==> config.mk <==
export PLATFORM = sky130hd
export DESIGN_NAME = ram_1rw_mbist
export DESIGN_NICKNAME = d
export VERILOG_FILES = /design/src/rtl/ram_mbist_pkg.sv /design/src/rtl/ram_mbist_cmp.sv /design/src/rtl/ram_1rw_mbist.sv
export SDC_FILE = /design/constraint.sdc
export NUM_CORES = 1
export LEC_CHECK = 0
export BUFFER_PORTS_ARGS = -buffer_cell sky130_fd_sc_hd__buf_2
export CAP_MARGIN = 10
export CORE_MARGIN = 2
export CORE_UTILIZATION = 59
export CTS_BUF_LIST = sky130_fd_sc_hd__clkbuf_4 sky130_fd_sc_hd__clkbuf_8
export DETAILED_ROUTE_END_ITERATION = 8
export GPL_TIMING_DRIVEN = 0
export MAX_ROUTING_LAYER = met4
export PLACE_DENSITY = 0.95
export RECOVER_POWER = 50
export SLEW_MARGIN = 20
export SYNTH_ARGS = -nofsm -noshare
export SYNTH_HDL_FRONTEND = slang
export SYNTH_SLANG_ARGS = --single-unit
==> constraint.sdc <==
create_clock -name clk -period 5.6 [get_ports clk]
set_clock_uncertainty 0.05 [all_clocks]
set_input_delay 0.28 -clock clk [delete_from_list [all_inputs] [get_ports clk]]
set_output_delay 0.28 -clock clk [all_outputs]
set_load 0.02 [all_outputs]
==> src/rtl/ram_mbist_pkg.sv <==
// ram_mbist_pkg
// Shared definitions for the single-port RAM March C- BIST:
//   - controller state encoding
//   - march element encoding (address direction, op sequence, data polarity)
//   - element count and the element table lookup
package ram_mbist_pkg;

    typedef enum logic [1:0] {
        ST_IDLE  = 2'd0,
        ST_RUN   = 2'd1,
        ST_DRAIN = 2'd2,
        ST_DONE  = 2'd3
    } mbist_state_e;

    // One march element. Every element starts with op "a"; two-op elements
    // follow it with a write of polarity pol_b at the same address.
    typedef struct packed {
        logic down;      // walk addresses N-1..0
        logic two_op;    // element has a second op per address
        logic rd_first;  // op "a" is a read (otherwise a write)
        logic pol_a;     // background polarity of op "a"
        logic pol_b;     // background polarity written by op "b"
    } march_elem_t;

    localparam int unsigned NumElem  = 6;
    localparam int unsigned ElemIdxW = 3;

    // March C-: up(w0) up(r0,w1) up(r1,w0) down(r0,w1) down(r1,w0) up(r0)
    function automatic march_elem_t march_elem(input logic [ElemIdxW-1:0] idx);
        march_elem_t e;
        case (idx)
            3'd0:    e = '{down: 1'b0, two_op: 1'b0, rd_first: 1'b0, pol_a: 1'b0, pol_b: 1'b0};
            3'd1:    e = '{down: 1'b0, two_op: 1'b1, rd_first: 1'b1, pol_a: 1'b0, pol_b: 1'b1};
            3'd2:    e = '{down: 1'b0, two_op: 1'b1, rd_first: 1'b1, pol_a: 1'b1, pol_b: 1'b0};
            3'd3:    e = '{down: 1'b1, two_op: 1'b1, rd_first: 1'b1, pol_a: 1'b0, pol_b: 1'b1};
            3'd4:    e = '{down: 1'b1, two_op: 1'b1, rd_first: 1'b1, pol_a: 1'b1, pol_b: 1'b0};
            3'd5:    e = '{down: 1'b0, two_op: 1'b0, rd_first: 1'b1, pol_a: 1'b0, pol_b: 1'b0};
            default: e = '0;
        endcase
        return e;
    endfunction

endpackage

==> src/rtl/ram_mbist_cmp.sv <==
// ram_mbist_cmp
// Read-data compare with first-fail capture. The read's expected value and
// compare flag arrive registered alongside the RAM command; they are held one
// more cycle here so they line up with ram_q_i, which the RAM returns one
// cycle after it samples the read.
// Ports:
//   clk, rst_n      clock, async active-low reset
//   clr_i           clear the capture (test accepted)
//   rd_en_i         a read is on the RAM pins this cycle
//   rd_addr_i       address of that read
//   rd_exp_i        expected data of that read
//   ram_q_i         RAM read data
//   fail_o          sticky mismatch flag
//   fail_addr_o     address of the first mismatch
//   fail_data_o     ram_q XOR expected at the first mismatch
module ram_mbist_cmp
    import ram_mbist_pkg::*;
#(
    parameter int unsigned AddressWidth = 10,
    parameter int unsigned DataWidth    = 32
) (
    input  logic                    clk,
    input  logic                    rst_n,
    input  logic                    clr_i,
    input  logic                    rd_en_i,
    input  logic [AddressWidth-1:0] rd_addr_i,
    input  logic [DataWidth-1:0]    rd_exp_i,
    input  logic [DataWidth-1:0]    ram_q_i,
    output logic                    fail_o,
    output logic [AddressWidth-1:0] fail_addr_o,
    output logic [DataWidth-1:0]    fail_data_o
);

    logic                    en_q;
    logic [AddressWidth-1:0] addr_q;
    logic [DataWidth-1:0]    exp_q;
    logic                    fail_q;
    logic [AddressWidth-1:0] fail_addr_q;
    logic [DataWidth-1:0]    fail_data_q;
    logic [DataWidth-1:0]    diff;

    assign diff = ram_q_i ^ exp_q;

    always_ff @(posedge clk or negedge rst_n) begin
        if (!rst_n) begin
            en_q        <= 1'b0;
            addr_q      <= '0;
            exp_q       <= '0;
            fail_q      <= 1'b0;
            fail_addr_q <= '0;
            fail_data_q <= '0;
        end else begin
            en_q   <= rd_en_i;
            addr_q <= rd_addr_i;
            exp_q  <= rd_exp_i;
            if (clr_i) begin
                fail_q      <= 1'b0;
                fail_addr_q <= '0;
                fail_data_q <= '0;
            end else if (en_q && (diff != '0) && !fail_q) begin
                fail_q      <= 1'b1;
                fail_addr_q <= addr_q;
                fail_data_q <= diff;
            end
        end
    end

    assign fail_o      = fail_q;
    assign fail_addr_o = fail_addr_q;
    assign fail_data_o = fail_data_q;

endmodule

==> src/rtl/ram_1rw_mbist.sv <==
// ram_1rw_mbist
// March C- memory BIST controller for a single-port RAM. One RAM op per
// cycle, 10N ops per pass, all RAM pins registered.
// Optional macro RAM_MBIST_CHECKERBOARD_EN: append a second pass whose
// background "0" is the checkerboard ..0101 (LSB 1).
//
// state | meaning
// ------+---------------------------------------------------------
// IDLE  | after reset, waiting for start
// RUN   | issuing march ops, one per cycle
// DRAIN | pins idle, last read being compared
// DONE  | result valid (done sticky), waiting for start
//
// Ports:
//   clk, rst_n                  clock, async active-low reset
//   start                       level-sampled test request (ignored while busy)
//   busy, done                  RUN/DRAIN indicator, sticky completion
//   fail, fail_addr, fail_data  sticky first-mismatch capture
//   ram_addr, ram_d, ram_wr_n, ram_ce_n, ram_wr_mask_n, ram_cmbist  RAM drive
//   ram_q                       RAM read data (one cycle after the read)
module ram_1rw_mbist #(
    parameter int unsigned AddressWidth = 10,
    parameter int unsigned DataWidth    = 32,
    parameter int unsigned wrMaskWidth  = 4
) (
    input  logic                    clk,
    input  logic                    rst_n,
    input  logic                    start,
    output logic                    busy,
    output logic                    done,
    output logic                    fail,
    output logic [AddressWidth-1:0] fail_addr,
    output logic [DataWidth-1:0]    fail_data,
    output logic [AddressWidth-1:0] ram_addr,
    output logic [DataWidth-1:0]    ram_d,
    output logic                    ram_wr_n,
    output logic                    ram_ce_n,
    output logic [wrMaskWidth-1:0]  ram_wr_mask_n,
    output logic                    ram_cmbist,
    input  logic [DataWidth-1:0]    ram_q
);
    import ram_mbist_pkg::*;

`ifdef RAM_MBIST_CHECKERBOARD_EN
    function automatic logic [DataWidth-1:0] ckbd_bg();
        logic [DataWidth-1:0] v;
        for (int i = 0; i < int'(DataWidth); i++) v[i] = (i % 2 == 0);
        return v;
    endfunction
    localparam logic [DataWidth-1:0] CkbdBg = ckbd_bg();
    logic pass_q, pass_d;
`endif

    mbist_state_e            state_q;
    logic [ElemIdxW-1:0]     elem_q, elem_d;
    logic [AddressWidth-1:0] addr_q, addr_d;
    logic                    phase_q, phase_d;
    logic                    last_q;
    logic                    busy_q, done_q;
    logic [AddressWidth-1:0] ram_addr_q;
    logic [DataWidth-1:0]    ram_d_q;
    logic                    ram_wr_n_q, ram_ce_n_q;
    logic [wrMaskWidth-1:0]  ram_mask_n_q;
    logic                    cmp_en_q;
    logic [DataWidth-1:0]    cmp_exp_q;

    march_elem_t             cur, nxt;
    logic                    op_rd, op_pol, addr_end, final_op;
    logic [DataWidth-1:0]    bg0, op_data;
    logic                    accept, issue;

    assign accept = start && ((state_q == ST_IDLE) || (state_q == ST_DONE));
    assign issue  = accept || ((state_q == ST_RUN) && !last_q);

    // Decode the op at the current march position and the position after it.
    // The counters always hold the next op to issue and rest at position 0.
    always_comb begin
        cur      = march_elem(elem_q);
        op_rd    = cur.rd_first && !phase_q;
        op_pol   = phase_q ? cur.pol_b : cur.pol_a;
        addr_end = cur.down ? (addr_q == '0) : (addr_q == {AddressWidth{1'b1}});
`ifdef RAM_MBIST_CHECKERBOARD_EN
        bg0      = pass_q ? CkbdBg : '0;
        pass_d   = pass_q;
`else
        bg0      = '0;
`endif
        op_data  = op_pol ? ~bg0 : bg0;
        elem_d   = elem_q;
        addr_d   = addr_q;
        phase_d  = 1'b0;
        final_op = 1'b0;
        nxt      = cur;
        if (phase_q != cur.two_op) begin
            phase_d = 1'b1;
        end else if (!addr_end) begin
            addr_d = cur.down ? addr_q - AddressWidth'(1) : addr_q + AddressWidth'(1);
        end else begin
            if (elem_q == ElemIdxW'(NumElem - 1)) begin
                elem_d = '0;
`ifdef RAM_MBIST_CHECKERBOARD_EN
                pass_d   = ~pass_q;
                final_op = pass_q;
`else
                final_op = 1'b1;
`endif
            end else begin
                elem_d = elem_q + ElemIdxW'(1);
            end
            // Jump straight to the next element's first address: no gap cycle.
            nxt    = march_elem(elem_d);
            addr_d = nxt.down ? {AddressWidth{1'b1}} : '0;
        end
    end

    always_ff @(posedge clk or negedge rst_n) begin
        if (!rst_n) begin
            state_q      <= ST_IDLE;
            elem_q       <= '0;
            addr_q       <= '0;
            phase_q      <= 1'b0;
            last_q       <= 1'b0;
`ifdef RAM_MBIST_CHECKERBOARD_EN
            pass_q       <= 1'b0;
`endif
            busy_q       <= 1'b0;
            done_q       <= 1'b0;
            ram_addr_q   <= '0;
            ram_d_q      <= '0;
            ram_wr_n_q   <= 1'b1;
            ram_ce_n_q   <= 1'b1;
            ram_mask_n_q <= '1;
            cmp_en_q     <= 1'b0;
            cmp_exp_q    <= '0;
        end else begin
            ram_addr_q   <= '0;
            ram_d_q      <= '0;
            ram_wr_n_q   <= 1'b1;
            ram_ce_n_q   <= 1'b1;
            ram_mask_n_q <= '1;
            cmp_en_q     <= 1'b0;
            cmp_exp_q    <= '0;
            if (issue) begin
                ram_ce_n_q   <= 1'b0;
                ram_wr_n_q   <= op_rd;
                ram_mask_n_q <= {wrMaskWidth{op_rd}};
                ram_addr_q   <= addr_q;
                ram_d_q      <= op_rd ? '0 : op_data;
                cmp_en_q     <= op_rd;
                cmp_exp_q    <= op_rd ? op_data : '0;
                elem_q       <= elem_d;
                addr_q       <= addr_d;
                phase_q      <= phase_d;
                last_q       <= final_op;
`ifdef RAM_MBIST_CHECKERBOARD_EN
                pass_q       <= pass_d;
`endif
            end
            case (state_q)
                ST_IDLE, ST_DONE: begin
                    if (start) begin
                        state_q <= ST_RUN;
                        busy_q  <= 1'b1;
                        done_q  <= 1'b0;
                    end
                end
                ST_RUN: begin
                    if (last_q) begin
                        state_q <= ST_DRAIN;
                        last_q  <= 1'b0;
                    end
                end
                ST_DRAIN: begin
                    state_q <= ST_DONE;
                    busy_q  <= 1'b0;
                    done_q  <= 1'b1;
                end
                default: state_q <= ST_IDLE;
            endcase
        end
    end

    ram_mbist_cmp #(
        .AddressWidth(AddressWidth),
        .DataWidth   (DataWidth)
    ) u_cmp (
        .clk        (clk),
        .rst_n      (rst_n),
        .clr_i      (accept),
        .rd_en_i    (cmp_en_q),
        .rd_addr_i  (ram_addr_q),
        .rd_exp_i   (cmp_exp_q),
        .ram_q_i    (ram_q),
        .fail_o     (fail),
        .fail_addr_o(fail_addr),
        .fail_data_o(fail_data)
    );

    assign busy          = busy_q;
    assign done          = done_q;
    assign ram_addr      = ram_addr_q;
    assign ram_d         = ram_d_q;
    assign ram_wr_n      = ram_wr_n_q;
    assign ram_ce_n      = ram_ce_n_q;
    assign ram_wr_mask_n = ram_mask_n_q;
    assign ram_cmbist    = busy_q;

endmodule
* After elaboration in Yosys (flattened, before gate mapping) *
Cells that the tools add are included.

storage, ports and cells
  register bits = 186
  latch bits = 0
  RAM bits = 0
  bits in read-only memories = 0
  input bits = 35
  output and inout bits = 94
  word-level logic and storage cells = 104
  memories kept = 0

operators by class
  add/sub/neg operators = 3
  $mul = 0
  divide/modulo/power cells = 0
  order comparisons = 0
  equal/unequal tests = 17
  shifts and indexed selects = 0
  muxes and demuxes = 42
  bitwise logic cells = 2
  reduce and logical (&&, ||, !) cells = 20

operators with widths
  kind                   number
  $mux 32                7
  $mux 10                6
  $pmux 5 s5             2
  $reduce_bool 32->1     1
  $xor 32x32->32         1
  $mux 1                 16
  $eq 3x2->1 const B     4
  $eq 3x3->1 const B     4
  $add 10x1->10 const B  1
  $eq 10x10->1 const B   1
  $logic_not 10->1       1
  $mux 5                 2
  $sub 10x1->10 const B  1
  $mux 3                 3
  $eq 3x1->1 const B     2
  $pmux 2 s3             1
  $reduce_and 2->1       3
  $logic_and 1x1->1      5
  $eq 2x2->1 const B     2
  $mux 2                 2
  $mux 4                 1
  $ne 2x2->1 const B     2
  $pmux 1 s2             2
  $reduce_bool 2->1      2
  other kinds (9)        12

* Longest topological paths before layout *
Gate-level depths: netlist of the first run.

  depth in word-level cells = 11
  mapped depth = 12
  gate-level depth less buffers = 10

* Modules after synthesis *
From an unflattened synthesis of the first run, not the netlist that was laid out.

unflattened totals
  cell total of the unflattened synthesis = 517
  area, all modules = 5886.9 µm²

modules (own cells, without submodules)
  module         times used  cells an instance  area an instance (µm²)  seq. area each (µm²)
  ram_mbist_cmp  1           271                3597.2                  2152.1
  ram_1rw_mbist  1           246                2289.7                  853.3

* Worst setup path after synthesis of the first run *
No wires, ideal clock.

  path kind = reg2reg
  from = register elem_q[1]
  to = register addr_q[9]
  setup time = 0.066 ns
  data arrival time = 2.679 ns
  data required time = 5.484 ns
  setup slack = 2.805 ns
  cell stages (with the launch flop) = 12
  path buffers = 2
  clock period less this slack = 2.795 ns
  cells stage by stage = dfrtp_1 > buf_2 > nor3b_1 > or2_0 > clkbuf_1 > ha_1 > a211oi_1 > nor3_1 > or4_1 > nand4_1 > mux2_2 > nand2_1

between the ends
  cells in the longest elaborated chain, start to end = 10
  elaborated cells on any way between the ends = 25
  classes of those cells = 1 x add/sub; 11 x eq/ne; 11 x mux; 1 x bitwise; 1 x reduce/logical

ends and longest elaborated chain
  item                                       RTL line                                                        text
  from (decl)                                ram_1rw_mbist.sv:55                                             logic [ElemIdxW-1:0] elem_q, elem_d;
  from (signal assigned)                     ram_1rw_mbist.sv:151                                            elem_q <= elem_d;
  $add 3x1->3 or $eq 3x3->1 (tied branches)  ram_1rw_mbist.sv:108, ram_mbist_pkg.sv:31, ram_1rw_mbist.sv:99
  $mux 3                                     ram_1rw_mbist.sv:99                                             if (elem_q == ElemIdxW'(NumElem - 1)) begin
  $mux 3                                     ram_1rw_mbist.sv:96                                             end else if (!addr_end) begin
  $mux 3                                     ram_1rw_mbist.sv:94                                             if (phase_q != cur.two_op) begin
  $eq 3x3->1, or another cell as far along   ram_mbist_pkg.sv:31                                             case (idx)
  $pmux 5 s5                                 ram_mbist_pkg.sv:31
  $mux 5                                     ram_1rw_mbist.sv:96
  $mux 5                                     ram_1rw_mbist.sv:94
  $mux 10                                    ram_1rw_mbist.sv:112                                            addr_d = nxt.down ? {AddressWidth{1'b1}} : '0;
  $mux 10                                    ram_1rw_mbist.sv:96
  to (signal assigned)                       ram_1rw_mbist.sv:152                                            addr_q <= addr_d;
  to (decl)                                  ram_1rw_mbist.sv:56                                             logic [AddressWidth-1:0] addr_q, addr_d;

Several ways; a longest one is shown, not always the timed one. The select of a mux whose other input is x is not followed.
A chain may end at the register's enable or synchronous reset.

* Final worst setup path of the first run *
  from = register elem_q[1]
  to = register addr_q[8]

The elaborated chain is that of the path after synthesis.

==> metrics, run 1 <==
drt wl/cell=approximately 17 um; CP Buf/Inv Count=2; GRT Total Usage=0.3069; Slew Limit Fails=34; Worst setup EP type=register; worst vdd ir=0.1588 mV; worst slew pin tran=1.997 ns; outcome=complete, but fails checks; initial antenna violation count=0; endpoints failing setup=0; first-pass GRT wire length=slightly above 20000 um; Comb pwr share=0.193; Area Growth Syn to Fin=19.94%; WHS=approximately 0.17 ns; hpwl dp=8785 um; Pint=0.0009203 W; largest net degree at the start of global routing=57; Syn Std Cell Area=0.004731 sq mm; FP Rows=32; Worst-path clk slew=0.09 ns; Critical Path AT=3.57 ns; Max Cap Viol=1; CTS Sinks=89; grt total ovfl=0; P_leak=between 2 and 3 nW; net switching power=~0.00043 W; Clock Latency Late Sink=0.36 ns; H-tree depth=3; clock share of power=0.305; Reg power frac=0.502; CTS tree=built; vias in the first global route=4144; drt total wl=~13000 um; clock root cell=clkbuf_8; Syn Area/Cell=9.897 sq um; Slew HR=-0.3312; distinct cell type count after synthesis=41; Post-Syn Nets=525; Post-synth EDFFs=0; HP Class=in -> reg; CP delay by family, top=compound AO/OA/AOI/OAI gates; fillers=520; final hold violations=0; Post-synth ARST share=1.000; final core utilization=0.7305; Critical Path RT=5.84 ns; Post-Syn Instances=478; CTS Buf Count=9; failing checks=capacitance limit, slew limit; switch share=0.3185; Tcrit/Tclk final=0.5940; Vert. Die Dim=93.55 um; Largest stage delay, worst path=0.47 ns; initial drt markers=344; Avg Vias per Cell=5.921; setup TNS=0 ns; Fmax achieved=300.6 MHz; number of routed nets with antenna violations=0; YS warnings=0; DRC viols=0; DR pass1 iterations=7; io pins=129; CP Class=reg -> reg; min Tclk post-route=approximately 3.3 ns; post-synthesis register bit count=89; crit start category=register; gp weighted congestion=0.9174; # diodes=0; sequential fraction of the synthesis area=0.4713; post-CTS setup buffers=0; Core ar.=0.007767 sq mm; most used flip-flop cell after synthesis=dfrtp_1; RSZ-0062 raised after global routing=no; Starting Density=0.6091; routed vias=4299; Most common cell on crit path=a21oi_1; Die Wd=~94 um; Clock Path Buffers=2; Final nets=about 670; critical-path cell list=buf_2 -> nor3b_1 -> or2_0 -> clkbuf_1 -> ha_1 -> nor2b_1 -> o21ai_0 -> a21oi_1 -> o41ai_1 -> mux2_2 -> a21oi_1; CP max-delay cell=clkbuf_1; die area=between 0.008 and 0.009 sq mm; pwr/cell area=238.0 mW/mm^2; crit-path max FO=12; I/O Buffers=128; share of layout cells above drive strength 1=0.2708
==> cell usage after synthesis (all sizes together), types with 3 or more instances <==
cell	number	area, sq um
nor2	22	82.58
mux2i	12	120.1
nand3	45	225.2
nor3	3	15.01
or4	11	82.58
ha	11	137.6
or2	4	25.03
xnor2	37	324.1
or3	3	18.77
clkbuf	16	60.06
nand2	24	90.09
buf	49	350.3
nand4	13	81.33
and2	10	62.56
o21ai	27	135.1
a21oi	21	105.1
inv	13	48.80
mux2	4	45.04
o31ai	34	255.2
nor2b	8	50.05
dfrtp	87	2177
==> layer usage <==
metal / GRT usage / wire length (um)
met1: 0.3619 / 4624
met2: 0.4832 / 6178
met3: 0.07575 / 1090
met4: 0.1751 / 676
met5: - / 0
==> kinds of logic (layout without fill, tap and decap cells) <==
logic type | after synthesis | in the layout | share of synthesized area
buffers and inverters | 78 | 224 | 0.09706
multiplexers | 16 | 16 | 0.03491
AO/OA/AOI/OAI | 94 | 94 | 0.1256
AND/OR/NAND/NOR | 150 | 150 | 0.1656
flip-flops | 89 | 89 | 0.4713
adder cells (fa/ha/maj) | 12 | 12 | 0.03332
XOR/XNOR | 39 | 39 | 0.07220
==> power by group through the flow <==
stage | Clock [W] | Combinational (W) | Sequential (W)
2_1_floorplan | 0 | 0.000141 | 0.000701
3_3_place_gp | 0 | 0.000242 | 0.000688
3_5_place_dp | 0 | 0.000254 | 0.000689
4_1_cts | 0.000411 | 0.000260 | 0.000677
5_1_grt | 0.000443 | 0.000282 | 0.000679
6_report | 0.000412 | 0.000260 | 0.000678
==> registers in the layout, summed over array words and instances (netlist names) <==
register	flops
u_cmp.en_q	1
u_cmp.addr_q	10
addr_q	10
phase_q	1
ram_wr_mask_n	1
done	1
ram_ce_n	1
cmp_exp_q	1
state_q	2
busy	1
u_cmp.fail_addr_o	10
ram_d	1
elem_q	3
ram_addr	10
cmp_en_q	1
u_cmp.fail_data_o	32
u_cmp.fail_o	1
u_cmp.exp_q	1
last_q	1
==> cells in the final DEF (no fill, tap or decap), drive strengths merged, types with 3 or more instances in the layout <==
cell,instances
ha,11
nor2,22
or4,11
clkbuf,61
inv,13
or3,3
o21ai,27
or2,4
buf,143
nand4,13
nand2,24
nor2b,8
mux2i,12
clkinv,5
and2,10
xnor2,37
nand3,45
nor3,3
dfrtp,87
o31ai,34
a21oi,21
mux2,4
==> worst reg2reg max path, stage by stage (launching register included) <==
cell      delay [ns]
dfrtp_1         0.39
buf_2           0.18
nor3b_1         0.23
or2_0           0.14
clkbuf_1        0.47
ha_1            0.40
nor2b_1         0.15
o21ai_0         0.23
a21oi_1         0.16
o41ai_1         0.35
mux2_2          0.38
a21oi_1         0.13
==> timing repair <==
item                                    CTS  global route
endpoints found under the setup margin    0             0
hold buffers                              1             0
hold endpoints to repair                 32             0
gates resized for setup                   0             0
==> final cells by class <==
| class | instances | area [sq um] | area share |
|---|---|---|---|
| tap | 102 | 127.6 | 0.02249 |
| inverter | 13 | 48.80 | 0.008600 |
| sequential | 89 | 2230 | 0.3929 |
| multi-input combinational | 311 | 2042 | 0.3599 |
| buffer | 65 | 410.4 | 0.07233 |
| clock buffer | 10 | 137.6 | 0.02426 |
| timing repair buffer | 130 | 634.4 | 0.1118 |
| clock inverter | 6 | 43.79 | 0.007718 |
==> path summary, 6_finish.rpt <==
path / endpoint / cells past startpoint / slack (ns) / start
max: addr_q[8]$_DFFE_PN0P_ / 11 / 2.27 / elem_q[1]$_DFFE_PN0P_
max in group asynchronous: elem_q[1]$_DFFE_PN0P_ / 2 / 3.40 / rst_n
min: u_cmp.fail_data_o[18]$_DFFE_PN0P_ / 3 / 0.17 / ram_q[18]
min reg2reg: u_cmp.en_q$_DFF_PN0_ / 0 / 0.30 / cmp_en_q$_DFF_PN0_
max reg2reg: addr_q[8]$_DFFE_PN0P_ / 11 / 2.27 / elem_q[1]$_DFFE_PN0P_
min in group asynchronous: addr_q[8]$_DFFE_PN0P_ / 2 / 0.97 / rst_n
==> stage by stage <==
stage          instances  setup slack (ns)  total power, W  instance area (sq um)
2_1_floorplan        478             2.805       0.0008426                   4731
3_3_place_gp         708             2.518       0.0009302                   5499
3_5_place_dp         709             2.398       0.0009430                   5529
4_1_cts              726             2.336        0.001348                   5720
5_1_grt              726             1.944        0.001404                   5674
6_report             726             2.273        0.001350                   5674
Note: power is estimated with default switching activity, not from simulation.
==> run 2: changes to the inputs <==
Settings changed: ABC_AREA from default to 1, CORE_UTILIZATION 59 to 56, PLACE_DENSITY 0.95 to 0.9.
Clock period 5.6 ns to 3.15 ns, I/O delays scaled along.
==> run 2 against run 1 <==
Compared with the run above: the flow still finishes with violations (capacitance limit, slew limit); register-to-register slack got worse by 1.7 ns; clock power increased by 120%; sequential share of layout area is 3.4 points lower; cell area grew 9.3%; non-clock buffer count stayed put; flip-flop and latch count unchanged; maximum frequency grew 28%; combinational power grew to 15 times the previous value; wire length fell by 2.8%; die area rose by 16%; first-iteration DRC count shrank 15%; clock-buffer cell count unchanged; critical path type unchanged; largest cell class unchanged; largest power group is now combinational logic.
==> metrics, run 2 <==
# diodes=0; count leader, synth=nand2_1; Slew HR=-0.02937; Hold Crit Depth=5; Post-Syn Nets=761; CP Buf/Inv Count=1; most common cell after layout, fill and taps aside=nand2_1; drt total wl=12220 um; Largest register FFs=32; clock root cell=clkbuf_8; Worst setup EP type=register; Critical Path RT=3.41 ns; RSZ-0062 raised after global routing=no; CTS Buf Count=9; largest net degree at the start of global routing=62; failing checks=capacitance limit, slew limit; Area Growth Syn to Fin=18.78%; HP Class=in -> reg; YS warnings=0; worst vdd ir=approximately 0.65 mV; Avg Vias per Cell=5.046; Die Wd=100.6 um; outcome=complete, but fails checks; CTS tree=built; distinct cell type count after synthesis=33; Synth top cells by count=nand2_1 (225), inv_1 (99), dfrtp_1 (87), nand3_1 (61), nor2_1 (60); number of routed nets with antenna violations=0; CP delay by family, top=simple AND/OR/NAND/NOR gates; sequential fraction of the synthesis area=0.4268; Post-synth ARST share=1.000; Placed Cells=between 900 and 1000; Fmax achieved=385.3 MHz; Clock Latency Late Sink=0.37 ns; Clock Path Buffers=2; hpwl dp=9105 um; Tcrit/Tclk final=0.8240; DR pass1 iterations=5; grt total ovfl=0; die area=0.01012 sq mm; overall power=0.006743 W; Most common cell on crit path=nand3_1; gp weighted congestion=0.9065; CP Class=reg -> reg; worst slew pin tran=1.544 ns; top-area cell type share of the netlist area=0.4168; FP Rows=35; io pins=129; vias in the first global route=roughly 4300; most used flip-flop cell after synthesis=dfrtp_1; FF-to-FF path depth=10; routed vias=4900; Syn Area/Cell=between 7 and 8 sq um; non-filler instance count after layout=971; P_leak=between 3 and 4 nW; endpoints failing setup=0; setup TNS=0 ns; crit-path max FO=13; top cells by area, synth=dfrtp_1 (42%), nand2_1 (16%), inv_1 (7.1%); initial antenna violation count=0; CP Depth=10; leading area contributor after synthesis=dfrtp_1; Post-Syn Instances=714; Largest stage delay, worst path=0.46 ns; H-tree depth=3; min Tclk post-route=2.596 ns; Starting Density=0.5707; drt wl/cell=12.58 um; post-synthesis register bit count=between 80 and 90; Core ar.=0.009153 sq mm; I/O Buffers=128; Max Cap Viol=1; most frequent cells in the layout=nand2_1 (225), inv_1 (99), buf_2 (97); critical-path cell list=nor2_1 -> nand2_1 -> nand2_2 -> inv_1 -> fa_1 -> o21ai_0 -> nand3_1 -> nand3b_1 -> nand3_1 -> a21oi_1; pwr/cell area=1087 mW/mm^2; CP max-delay cell=o21ai_0; share of layout cells above drive strength 1=0.1988; post-cts gate resize count=0; GRT Total Usage=0.2557; Worst-path clk slew=0.09 ns; first-pass GRT wire length=just under 20000 um; Critical Path AT=between 2 and 3 ns; crit start category=register; CTS Sinks=between 80 and 90; WHS=roughly 0.11 ns; Final nets=roughly 900; Vert. Die Dim=roughly 100 um; Syn Std Cell Area=0.005224 sq mm; Post-synth EDFFs=0; final hold violations=0; DRC viols=0; Slew Limit Fails=30; initial drt markers=292
[run 2: cell count changes after synthesis, moves of 8 or more]
cell / change
buf_6: +8
nand2_1: +201
or4_1: -11
nor2b_1: -8
xnor2_1: -32
o21ai_1: -9
nand3_1: +16
nand4_1: +32
inv_1: +86
o31ai_1: -34
and2_1: -9
nor2_1: +38
mux2i_1: -12
[run 2: final timing paths]
kind                       slack (ns)                                 to                     from
max reg2reg                      0.55              addr_q[6]$_DFFE_PN0P_    elem_q[1]$_DFFE_PN0P_
max                              0.55              addr_q[6]$_DFFE_PN0P_    elem_q[1]$_DFFE_PN0P_
max in group asynchronous        0.77   u_cmp.fail_addr_o[0]$_DFFE_PN0P_                    rst_n
min                              0.11  u_cmp.fail_data_o[10]$_DFFE_PN0P_                ram_q[10]
min reg2reg                      0.30          u_cmp.exp_q[30]$_DFF_PN0_  cmp_exp_q[30]$_DFF_PN0_
min in group asynchronous        0.63  u_cmp.fail_data_o[11]$_DFFE_PN0P_                    rst_n
[run 2: power by group]
group	total (W)	switching [W]	internal, W
combinational	0.00381	0.00245	0.00136
sequential	0.00203	0.000386	0.00165
clock	0.000901	0.000433	0.000468
total	0.00674	0.00327	0.00347
[run 2: cell type report]
| class | instances | area, sq um |
|---|---|---|
| plain buffers | 65 | 452.9 |
| clock buffers | 10 | 131.4 |
| clock inverters | 6 | 97.59 |
| fillers | 768 | 2948 |
| inverters | 102 | 387.9 |
| multi-input cells | 458 | 2153 |
| flip-flops and latches | 89 | 2230 |
| well taps | 111 | 138.9 |
| repair buffers | 130 | 613.1 |
[run 2: worst min-delay path, cell delays in order]
cell and delay [ns]:
buf_2 0.08, xnor2_1 0.07, inv_1 0.05, nand4_1 0.08
nand2_1 0.07
[run 2: repair_timing]
action	in CTS	in global routing
buffers inserted	0	0
hold buffers	1	0
endpoints found under the hold margin	28	0
[run 2: kinds of logic (layout without fill, tap and decap cells)]
kind of cell,Yosys count,count (layout),synth area share
xor gates and xnor gates,9,9,0.01509
AOI/OAI and AO/OA,33,33,0.03305
and+or+nand+nor,404,404,0.3339
adders and majority gates,12,12,0.03018
buffers and inverters,167,313,0.1610
DFF,89,89,0.4268
[run 2: per-layer routing]
metal | routed length, um | up-vias | track usage
met1 | 5235 | 2239 | 0.3199
met4 | 317 | 0 | 0.1243
met5 | 0 | - | -
met3 | 627 | 26 | 0.03259
met2 | 6037 | 154 | 0.4118
li1 | - | 2481 | -
[run 2: per-stage QoR]
stage	util	instance area (sq um)	worst slack [ns]
2_1_floorplan	-	5224	1.006
3_3_place_gp	0.6559	6003	0.6775
3_5_place_dp	0.6592	6033	0.6093
6_report	0.6779	6205	0.5544
5_1_grt	0.6779	6205	0.3047
4_1_cts	0.6853	6272	0.5908
==> run 3: changes to the inputs <==
Settings changed: CORE_UTILIZATION 56 to 50, PLACE_DENSITY 0.9 to 0.86.
Clock period 3.15 ns to 2.2 ns, I/O delays scaled along.
==> run 3 against run 2 <==
Compared with the run above: the flow now finishes without violations; cell area grew 2.5%; hold slack worse by 0.023 ns; critical path depth up 3; power rose by 46%; clock-buffer cell count fell by 1; combinational power increased by 53%; die area up 12%.
==> metrics, run 3 (synthesis gave the netlist of run 2 again) <==
Final nets=just over 900; pwr/cell area=1551 mW/mm^2; Core ar.=between 0.01 and 0.015 sq mm; initial antenna violation count=0; min Tclk post-route=2.110 ns; GRT Total Usage=0.2303; most common cell after layout, fill and taps aside=nand2_1; Worst setup EP type=register; crit start category=register; FF/Latch Area=0.002230 sq mm; overall power=0.009869 W; CTS tree=built; endpoints failing setup=0; FP Rows=37; final core utilization=0.6219; R2R Setup Slk=between 0.09 and 0.1 ns; vias in the first global route=4351; Vert. Die Dim=106.2 um; number of routed nets with antenna violations=0; Final WS setup=about 0.090 ns; Fmax achieved=474.0 MHz; pre-CTS WS=-0.3264 ns; clock root cell=clkbuf_8; CTS Sinks=between 80 and 90; die area=between 0.01 and 0.015 sq mm; final instance area=around 0.0064 sq mm; share of layout cells above drive strength 1=0.2336; Placed Area=0.006065 sq mm; final hold violations=0; Clock Latency Late Sink=between 0.3 and 0.4 ns; Die Wd=106.2 um; Slew HR=0.4127; HP Class=in -> reg; Multi-input gate area=0.002230 sq mm; drt total wl=12770 um; grt total ovfl=0; hpwl dp=9218 um; drt wl/cell=12.70 um; H-tree depth=3; Max Cap Viol=0; initial drt markers=364; DRC viols=0; outcome=finished clean; CP Class=reg -> reg; I/O Buffers=128; # diodes=0; worst slew pin tran=0.8809 ns; most frequent cells in the layout=nand2_1 (221), inv_1 (99), buf_2 (98); gp weighted congestion=0.8871; Avg Vias per Cell=4.892; largest net degree at the start of global routing=slightly below 60; Slew Limit Fails=0; crit-path max FO=8; Area Growth Syn to Fin=21.80%; fillers=~900; Starting Density=0.5106; Critical Path RT=2.46 ns; CTS Buf Count=9; io pins=129; Critical Path AT=around 2.4 ns; Worst-path clk slew=0.11 ns; DR pass1 iterations=6; P_leak=3.744 nW; Tcrit/Tclk final=0.9589; Largest register FFs=32; worst vdd ir=0.5636 mV; first-pass GRT wire length=20350 um; routed vias=4916; Clock Path Buffers=2; RSZ-0062 raised after global routing=yes
[run 3: cell count changes in the layout (fill, tap and decap cells not counted), sizes merged]
| cell | change |
|---|---|
| bufinv | -2 |
| clkinv | +3 |
| buf | +10 |
| clkbuf | -2 |
[run 3: worst max-delay path, cell delays in order (launching register included)]
cell     delay, ns
dfrtp_1       0.43
nand2_1       0.11
inv_1         0.07
nand2_2       0.09
nand2_4       0.10
buf_4         0.16
ha_1          0.34
nand2_1       0.09
nand2_1       0.09
a21oi_2       0.15
nand3_1       0.08
nand2_1       0.06
nand3_1       0.08
a21oi_1       0.16
[run 3: per-layer routing]
| layer | part of all wire | GRT usage | up-vias |
|---|---|---|---|
| li1 | - | - | 2502 |
| met4 | 0.021 | 0.06579 | 0 |
| met1 | 0.43 | 0.2819 | 2237 |
| met3 | 0.055 | 0.03863 | 24 |
| met5 | 0 | - | - |
| met2 | 0.50 | 0.3942 | 153 |
[run 3: power breakdown]
| part | leakage [nW] | switching, W | internal, W |
|---|---|---|---|
| sequential | 1.14 | 0.000558 | 0.00236 |
| clock | 0.101 | 0.000668 | 0.000446 |
| combinational | 2.51 | 0.00368 | 0.00216 |
| total | 3.74 | 0.00491 | 0.00496 |
[run 3: what timing repair did]
action	CTS	global route
setup buffers	4	5
gates cloned	0	0
hold endpoints to repair	32	0
setup endpoints to repair	16	26
hold buffers	1	0
pin swaps	1	4
gates resized for setup	5	23
[run 3: area by class of cell]
type                       instances  area share
sequential                        89      0.3504
multi-input combinational        458      0.3504
timing repair buffer             139      0.1082
buffer                            65     0.07217
inverter                         102     0.06096
tap                              136     0.02675
clock buffer                       9     0.01947
clock inverter                     7     0.01160
[run 3: per-stage QoR]
stage | hold slack [ns] | cells | TNS (ns)
finish | 0.08984 | 1005 | 0
global route | 0.1108 | 1005 | -0.1914
floorplan | -0.2356 | 714 | 0
detailed placement | 0.04375 | 979 | -1.021
global placement | 0.2830 | 978 | -0.7885
CTS | 0.08618 | 1000 | 0
[run 3: final timing paths]
kind                       cells past startpoint               startpoint                           endpoint
max in group asynchronous                      3                    rst_n  u_cmp.fail_data_o[25]$_DFFE_PN0P_
max                                           13    elem_q[1]$_DFFE_PN0P_              addr_q[9]$_DFFE_PN0P_
min reg2reg                                    0  cmp_exp_q[30]$_DFF_PN0_          u_cmp.exp_q[30]$_DFF_PN0_
max reg2reg                                   13    elem_q[1]$_DFFE_PN0P_              addr_q[9]$_DFFE_PN0P_
min                                            5                ram_q[10]  u_cmp.fail_data_o[10]$_DFFE_PN0P_
min in group asynchronous                      2                    rst_n              addr_q[2]$_DFFE_PN0P_
